===== src/rtl/mac_acc_stage.sv =====
// ============================================================================
//  Module   : mac_acc_stage
//  Purpose  : Saturating signed 8-bit accumulator that sums LEN addends (or
//             fewer, when in_last closes the group) and hands the result off
//             through a valid/ready output register.
//  Revision : 1.0 - initial release
// ============================================================================
`default_nettype none

module mac_acc_stage #(
  parameter int unsigned LEN = 4
) (
  input  logic       clk,
  input  logic       rst_n,
  input  logic       clr,
  input  logic       in_valid,
  output logic       in_ready,
  input  logic [7:0] in_data,
  input  logic       in_last,
  output logic       out_valid,
  input  logic       out_ready,
  output logic [7:0] out_data,
  output logic       out_sat
);

  localparam logic [7:0] C_LAST_CNT = 8'(LEN - 1);
  localparam logic [7:0] C_POS_MAX  = 8'h7F;
  localparam logic [7:0] C_NEG_MIN  = 8'h80;

  typedef enum logic [0:0] {
    ST_ACC = 1'b0,
    ST_OUT = 1'b1
  } state_t;

  state_t     state_q, state_d;
  logic [7:0] acc_q, acc_d;
  logic [7:0] cnt_q, cnt_d;
  logic       sticky_q, sticky_d;
  logic       ov_q, ov_d;
  logic [7:0] od_q, od_d;
  logic       os_q, os_d;

  logic [8:0] w_sum;
  logic       w_ovf;
  logic [7:0] w_sat;
  logic       w_close;

  // Exact 9-bit sum; the two top bits disagree exactly when it leaves int8 range.
  always_comb begin
    w_sum = {acc_q[7], acc_q} + {in_data[7], in_data};
    w_ovf = w_sum[8] ^ w_sum[7];
    if (w_ovf) begin
      w_sat = w_sum[8] ? C_NEG_MIN : C_POS_MAX;
    end else begin
      w_sat = w_sum[7:0];
    end
    w_close = in_last || (cnt_q == C_LAST_CNT);
  end

  always_comb begin
    state_d  = state_q;
    acc_d    = acc_q;
    cnt_d    = cnt_q;
    sticky_d = sticky_q;
    ov_d     = ov_q;
    od_d     = od_q;
    os_d     = os_q;
    in_ready = 1'b0;

    case (state_q)
      ST_ACC: begin
        in_ready = !clr;
        if (clr) begin
          acc_d    = 8'd0;
          cnt_d    = 8'd0;
          sticky_d = 1'b0;
        end else if (in_valid) begin
          if (w_close) begin
            od_d     = w_sat;
            os_d     = sticky_q | w_ovf;
            ov_d     = 1'b1;
            acc_d    = 8'd0;
            cnt_d    = 8'd0;
            sticky_d = 1'b0;
            state_d  = ST_OUT;
          end else begin
            acc_d    = w_sat;
            cnt_d    = cnt_q + 8'd1;
            sticky_d = sticky_q | w_ovf;
          end
        end
      end
      // clr is deliberately ignored here so a pending result is never dropped.
      ST_OUT: begin
        if (out_ready) begin
          ov_d    = 1'b0;
          state_d = ST_ACC;
        end
      end
      default: begin
        state_d = ST_ACC;
      end
    endcase
  end

  always_ff @(posedge clk or negedge rst_n) begin
    if (!rst_n) begin
      state_q  <= ST_ACC;
      acc_q    <= 8'd0;
      cnt_q    <= 8'd0;
      sticky_q <= 1'b0;
      ov_q     <= 1'b0;
      od_q     <= 8'd0;
      os_q     <= 1'b0;
    end else begin
      state_q  <= state_d;
      acc_q    <= acc_d;
      cnt_q    <= cnt_d;
      sticky_q <= sticky_d;
      ov_q     <= ov_d;
      od_q     <= od_d;
      os_q     <= os_d;
    end
  end

  assign out_valid = ov_q;
  assign out_data  = od_q;
  assign out_sat   = os_q;

endmodule

`default_nettype wire


===== config.mk =====
export PLATFORM = sky130hd
export DESIGN_NAME = mac_acc_stage
export DESIGN_NICKNAME = d
export VERILOG_FILES = /design/src/rtl/mac_acc_stage.sv
export SDC_FILE = /design/constraint.sdc
export NUM_CORES = 1
export LEC_CHECK = 0
export ABC_AREA = 0
export BUFFER_PORTS_ARGS = -buffer_cell sky130_fd_sc_hd__buf_2
export CAP_MARGIN = 15
export CORE_MARGIN = 2
export CORE_UTILIZATION = 55
export DETAILED_ROUTE_END_ITERATION = 7
export PLACE_DENSITY = 0.75
export SKIP_LAST_GASP = 1
export SYNTH_ARGS = -nofsm -noshare
export SYNTH_HDL_FRONTEND = slang
export SYNTH_SLANG_ARGS = --single-unit

===== constraint.sdc =====
create_clock -name clk -period 5.5 [get_ports clk]
set_input_delay 1.1 -clock clk [delete_from_list [all_inputs] [get_ports clk]]
set_output_delay 1.1 -clock clk [all_outputs]
set_load 0.05 [all_outputs]

======== Word level (Yosys, flattened, before mapping) ========
Cells that the tools add are included.
word-level totals
  register bits ........................... 28
  input port bits ......................... 14
  output and inout port bits .............. 11
  logic and storage cells ................. 46
cells by class
  add/sub/neg operators ................... 2
  eq/ne operators ......................... 5
  mux-type cells .......................... 22
  bitwise gates (word level) .............. 4
  reduce and logical (&&, ||, !) cells .... 6
operators with widths
  operator                                              number
  two-way mux 8 bit                                     8
  two-way mux 1 bit                                     12
  adder 8 x 8 -> 9 bit                                  1
  adder 8 x 1 -> 8 bit (second input constant)          1
  equality test 8 x 2 -> 1 bit (second input constant)  1
  != test 2 bit (second input constant)                 4
  AND reduction 4 bit                                   2
  one-hot mux 1 bit (2 select lines)                    2
  NOT 1 bit                                             2
  AND reduction 2 bit                                   1
  nonzero test 2 bit                                    1
  logical NOT 1 bit                                     1
  logical OR 1 bit                                      1
  bitwise OR 1 bit                                      1
  XOR 1 bit                                             1

======== Longest topological paths before layout ========
  depth in word-level cells ............... 6
  gate-level depth with buffers ........... 10
  mapped depth without buffers ............ 9

======== Least setup slack after synthesis ========
No wires, ideal clock.
  kind .................................... input port to flip-flop
  start point ............................. in in_data[0]
  end point ............................... reg od_q[6] (netlist: out_data[6])
  setup time .............................. 0.116 ns
  data arrival time ....................... 3.056 ns
  data required time ...................... 5.384 ns
  path slack .............................. 2.328 ns
  stages .................................. 10
  buffers on the path ..................... 1
  path through ............................ ha_1 inv_1 fa_1 nand2b_1 a21oi_1 a41oi_1 or2_1 clkbuf_1 a2111o_1 o311ai_0
on the way
  longest elaborated chain between the ends .. 3
  elaborated cells on any way between the ends .. 4
  classes of those cells .................. add/sub (1); mux (2); bitwise (1)
RTL lines
  what                                                   line    source
  from (decl)                                            18      input logic [7:0] in_data,
  adder 8 x 8 -> 9 bit *                                 50      w_sum = {acc_q[7], acc_q} + {in_data[7], in_data};
  two-way mux 8 bit / XOR 1 bit (equally long branches)  53, 51
  two-way mux 8 bit *                                    52      if (w_ovf) begin
  to (signal assigned)                                   113     od_q <= 8'd0;
  to (signal assigned)                                   121     od_q <= od_d;
  to (decl)                                              40      logic [7:0] od_q, od_d;
Mark *: on every way between the ends. The rest lies on a longest branch, timed or not.
A chain may end at the register's enable or synchronous reset.

======== Worst setup path after layout ========
  start point ............................. in in_data[0]
  end point ............................... reg sticky_q
on the way
  longest elaborated chain between the ends .. 6
RTL lines
  what                  line  source
  adder 8 x 8 -> 9 bit  50
  XOR 1 bit             51    w_ovf = w_sum[8] ^ w_sum[7];
  bitwise OR 1 bit      89    sticky_d = sticky_q | w_ovf;
  two-way mux 1 bit     78    if (w_close) begin
  two-way mux 1 bit     77    end else if (in_valid) begin
  two-way mux 1 bit     73    if (clr) begin
  to (signal assigned)  119   sticky_q <= sticky_d;
  to (decl)             38    logic sticky_q, sticky_d;
Every way passes these cells. The select of a mux whose other input is x is not followed.

==> flow_metrics.py <==
metrics = {
    "setup_path": {
        "cp_top_family": "simple AND/OR/NAND/NOR gates",
        "rr_worst_depth": 9,
        "cp_max_fo": 9,
        "cp-end-kind": "register",
        "cp.required_ps": 5710,
        "rr_endpoint": "sticky_q",
        "critPathArrivalTime_ps": 3390,
        "slowest_stage": "nor2_1",
        "slowest_delay_ps": 470,
        "crit_type": "primary input to register",
        "critical_path_buf_inv_count": 2,
        "cp_cell_sequence": "buf_2 > ha_1 > inv_1 > fa_1 > nand2b_1 > a21oi_1 > a41oi_1 > nor2_1 > nand3_1 > o311ai_0",
        "rr_startpoint": "acc_q[0]",
        "worstSetupStartpointType": "primary input",
        "ff2ff_setup_slack_ps": 2780,
    },
    "power_and_ir_drop": {
        "ir_drop_mv": 0.433,
        "p_per_area_nw_per_um2": 538,
        "p_leak_nw": 0.836,
    },
    "layout": {
        "stdcell_count": 226,
        "fillers": 240,
        "postLayoutCoreUtil": 0.658,
        "antenna_cells": 0,
        "fin_nets": 220,
        "syn_to_final_growth_pct": 12.7,
        "fin_area_um2": 1810,
        "drive_gt1_frac": 0.179,
    },
    "clock_tree": {
        "cts_tree": "yes",
        "cts_buffer_depth": 2,
        "cts_buffers": 3,
        "h-tree-depth": 1,
        "cts.sinks": 28,
        "root_buffer": "clkbuf_4",
        "clk_latency_ps": 320,
        "hold_buffers": 0,
        "clk_pin_slew_ps": 140,
        "cts_resized": 0,
        "post-cts-setup-buffers": 0,
    },
    "sta": {
        "fmax_mhz": 315,
        "hold_viol_final": 0,
        "rsz0062_at_grt": "no",
        "min_period_ps": 3170,
        "fin_ws_ps": 2330,
        "setup_viol": 0,
        "fin_crit_sh": 0.577,
        "maxSlewViolCount": 0,
        "skew_ps": 2.07,
        "maxSlewHeadroom": 0.550,
        "tightest_slew_ps": 673,
        "fin_setup_tns_ps": 0,
    },
    "grt": {
        "grt_pass1_wl_mm": 5.84,
        "overflow": 0,
        "grt_max_degree": 29,
        "antenna_found_initial": 0,
        "grt_use_total": 0.227,
        "grt_pass1_vias": 1281,
    },
    "routing": {
        "wl_per_cell_um": 14.6,
        "vias_per_cell": 5.81,
        "via_count": 1312,
        "routed_wirelength_mm": 3.31,
        "drtIter0Drc": 58,
        "antenna_left": 0,
        "route.detailed.drc": 0,
        "firstDrtPassIters": 4,
    },
    "placement": {
        "placed_area_um2": 1760,
        "hpwl_mm": 2.62,
        "post-place-ws_ps": 2040,
        "port_buffers": 24,
        "placedCellCount": 222,
        "place_congestion": 0.918,
    },
    "die": {
        "start_util": 0.584,
        "row_count": 19,
        "dieArea_um2": 3380,
        "die_w_um": 58.1,
        "die_y_um": 58.1,
        "core_area_um2": 2760,
        "ios": 25,
    },
    "logic_synthesis": {
        "synth.area.top_cells": "dfrtp_1, ha_1, nand2_1",
        "yosys.area.top_type": "dfrtp_1",
        "synth_top_flop_cell": "dfrtp_1",
        "syn-cell-area_um2": 1610,
        "synth_edf_count": 0,
        "synth_top_cell_area_share": 0.435,
        "synthesis.instances": 170,
        "ys_async_sr_fraction": 1.00,
        "synth_most_common_cell": "dfrtp_1",
        "syn_avg_cell_area_um2": 9.47,
        "synth_nets": 194,
        "synth_common_cells": "dfrtp_1, nand2_1, o21ai_0",
        "yosys_warnings": 0,
        "synth_seq_cells": 28,
        "yosysUniqueCellTypes": 41,
        "ys_seq_area_frac": 0.435,
    },
    "hold_path": {
        "whs_path_depth": 2,
        "hold_class": "register to register",
        "whs_endpoint": "out_valid",
        "hp-start": "out_valid",
    },
    "status": {
        "status": "completed",
    },
    "flow_run": {
        "cap_violations": 0,
    },
}
## layer usage
layer	global-route usage	routed length (µm)	part of all wire
met5	0	0	0
met4	0.0432	27	0.0082
met3	0.0268	180	0.054
met2	0.380	1530	0.46
met1	0.320	1570	0.47
## cell families (layout without fill, tap and decap cells)
family | count (synthesis) | in the layout | synth area share
buffers and inverters | 13 | 38 | 0.0303
AND/OR/NAND/NOR | 54 | 54 | 0.152
AO/OA/AOI/OAI | 51 | 51 | 0.211
XOR/XNOR | 10 | 10 | 0.0637
adder cells (fa/ha/maj) | 14 | 14 | 0.107
flip-flops | 28 | 28 | 0.435
## through the flow
stage | hold WS (ps) | power, mW
final | 485 | 0.977
after global routing | 533 | 1.05
after CTS | 492 | 0.979
after detailed placement | 457 | 0.846
after global placement | 455 | 0.831
after floorplan | 454 | 0.723
## area by class of cell
cell class | instances | area [µm²] | share of cell area
clock buffers | 3 | 22.5 | 0.0124
clock inverters | 1 | 30.0 | 0.0166
inverters | 9 | 33.8 | 0.0186
multi-input cells | 129 | 861 | 0.474
flip-flops and latches | 28 | 701 | 0.386
well taps | 31 | 38.8 | 0.0214
repair buffers | 25 | 128 | 0.0703
## worst reg2reg max path, stage by stage (launching register included)
cell and delay (ps):
dfrtp_1 390, ha_1 210, inv_1 70, fa_1 390
nand2b_1 170, a21oi_1 230, a41oi_1 190, nor2_1 470
nand3_1 290, o311ai_0 190
## state kept, by name (all words and copies together) (netlist names)
register and cells:
cnt_q 8, sticky_q 1, out_sat 1, out_data 8, state_q 1, out_valid 1, acc_q 8
## worst max path at each step
stage             endpoint  slack, ps  cells after the start        from
2_1_floorplan  out_data[6]       2330                     10  in_data[0]
3_3_place_gp      sticky_q       2200                     10  in_data[0]
3_5_place_dp      sticky_q       2040                     10  in_data[0]
4_1_cts           sticky_q       2330                     10  in_data[0]
5_1_grt           sticky_q       2050                     10  in_data[0]
6_report          sticky_q       2330                     10  in_data[0]
## power by group
part           switching, mW  internal (mW)  total (mW)
clock                 0.0586         0.0737       0.132
combinational          0.358          0.180       0.538
sequential            0.0380          0.269       0.307
## cell usage in the layout (no fill, tap or decap), types with 2 or more instances in the layout
master / Yosys / final
xor2_1: 4 / 4
nand2b_1: 3 / 3
o311ai_0: 2 / 2
o21ai_1: 3 / 3
o21ai_0: 14 / 14
nand3_1: 3 / 3
nor2_1: 13 / 13
nand4_1: 2 / 2
nor3_1: 2 / 2
xnor2_1: 4 / 4
or3_1: 2 / 2
or2_2: 2 / 2
ha_1: 9 / 9
inv_1: 9 / 9
a21oi_1: 12 / 12
buf_2: 0 / 24
nand2_1: 22 / 22
maj3_1: 4 / 4
dfrtp_1: 28 / 28
clkbuf_4: 0 / 3
a221o_1: 2 / 2
o211ai_1: 5 / 5
o31ai_1: 2 / 2
Power figures use the tool's default switching activity.
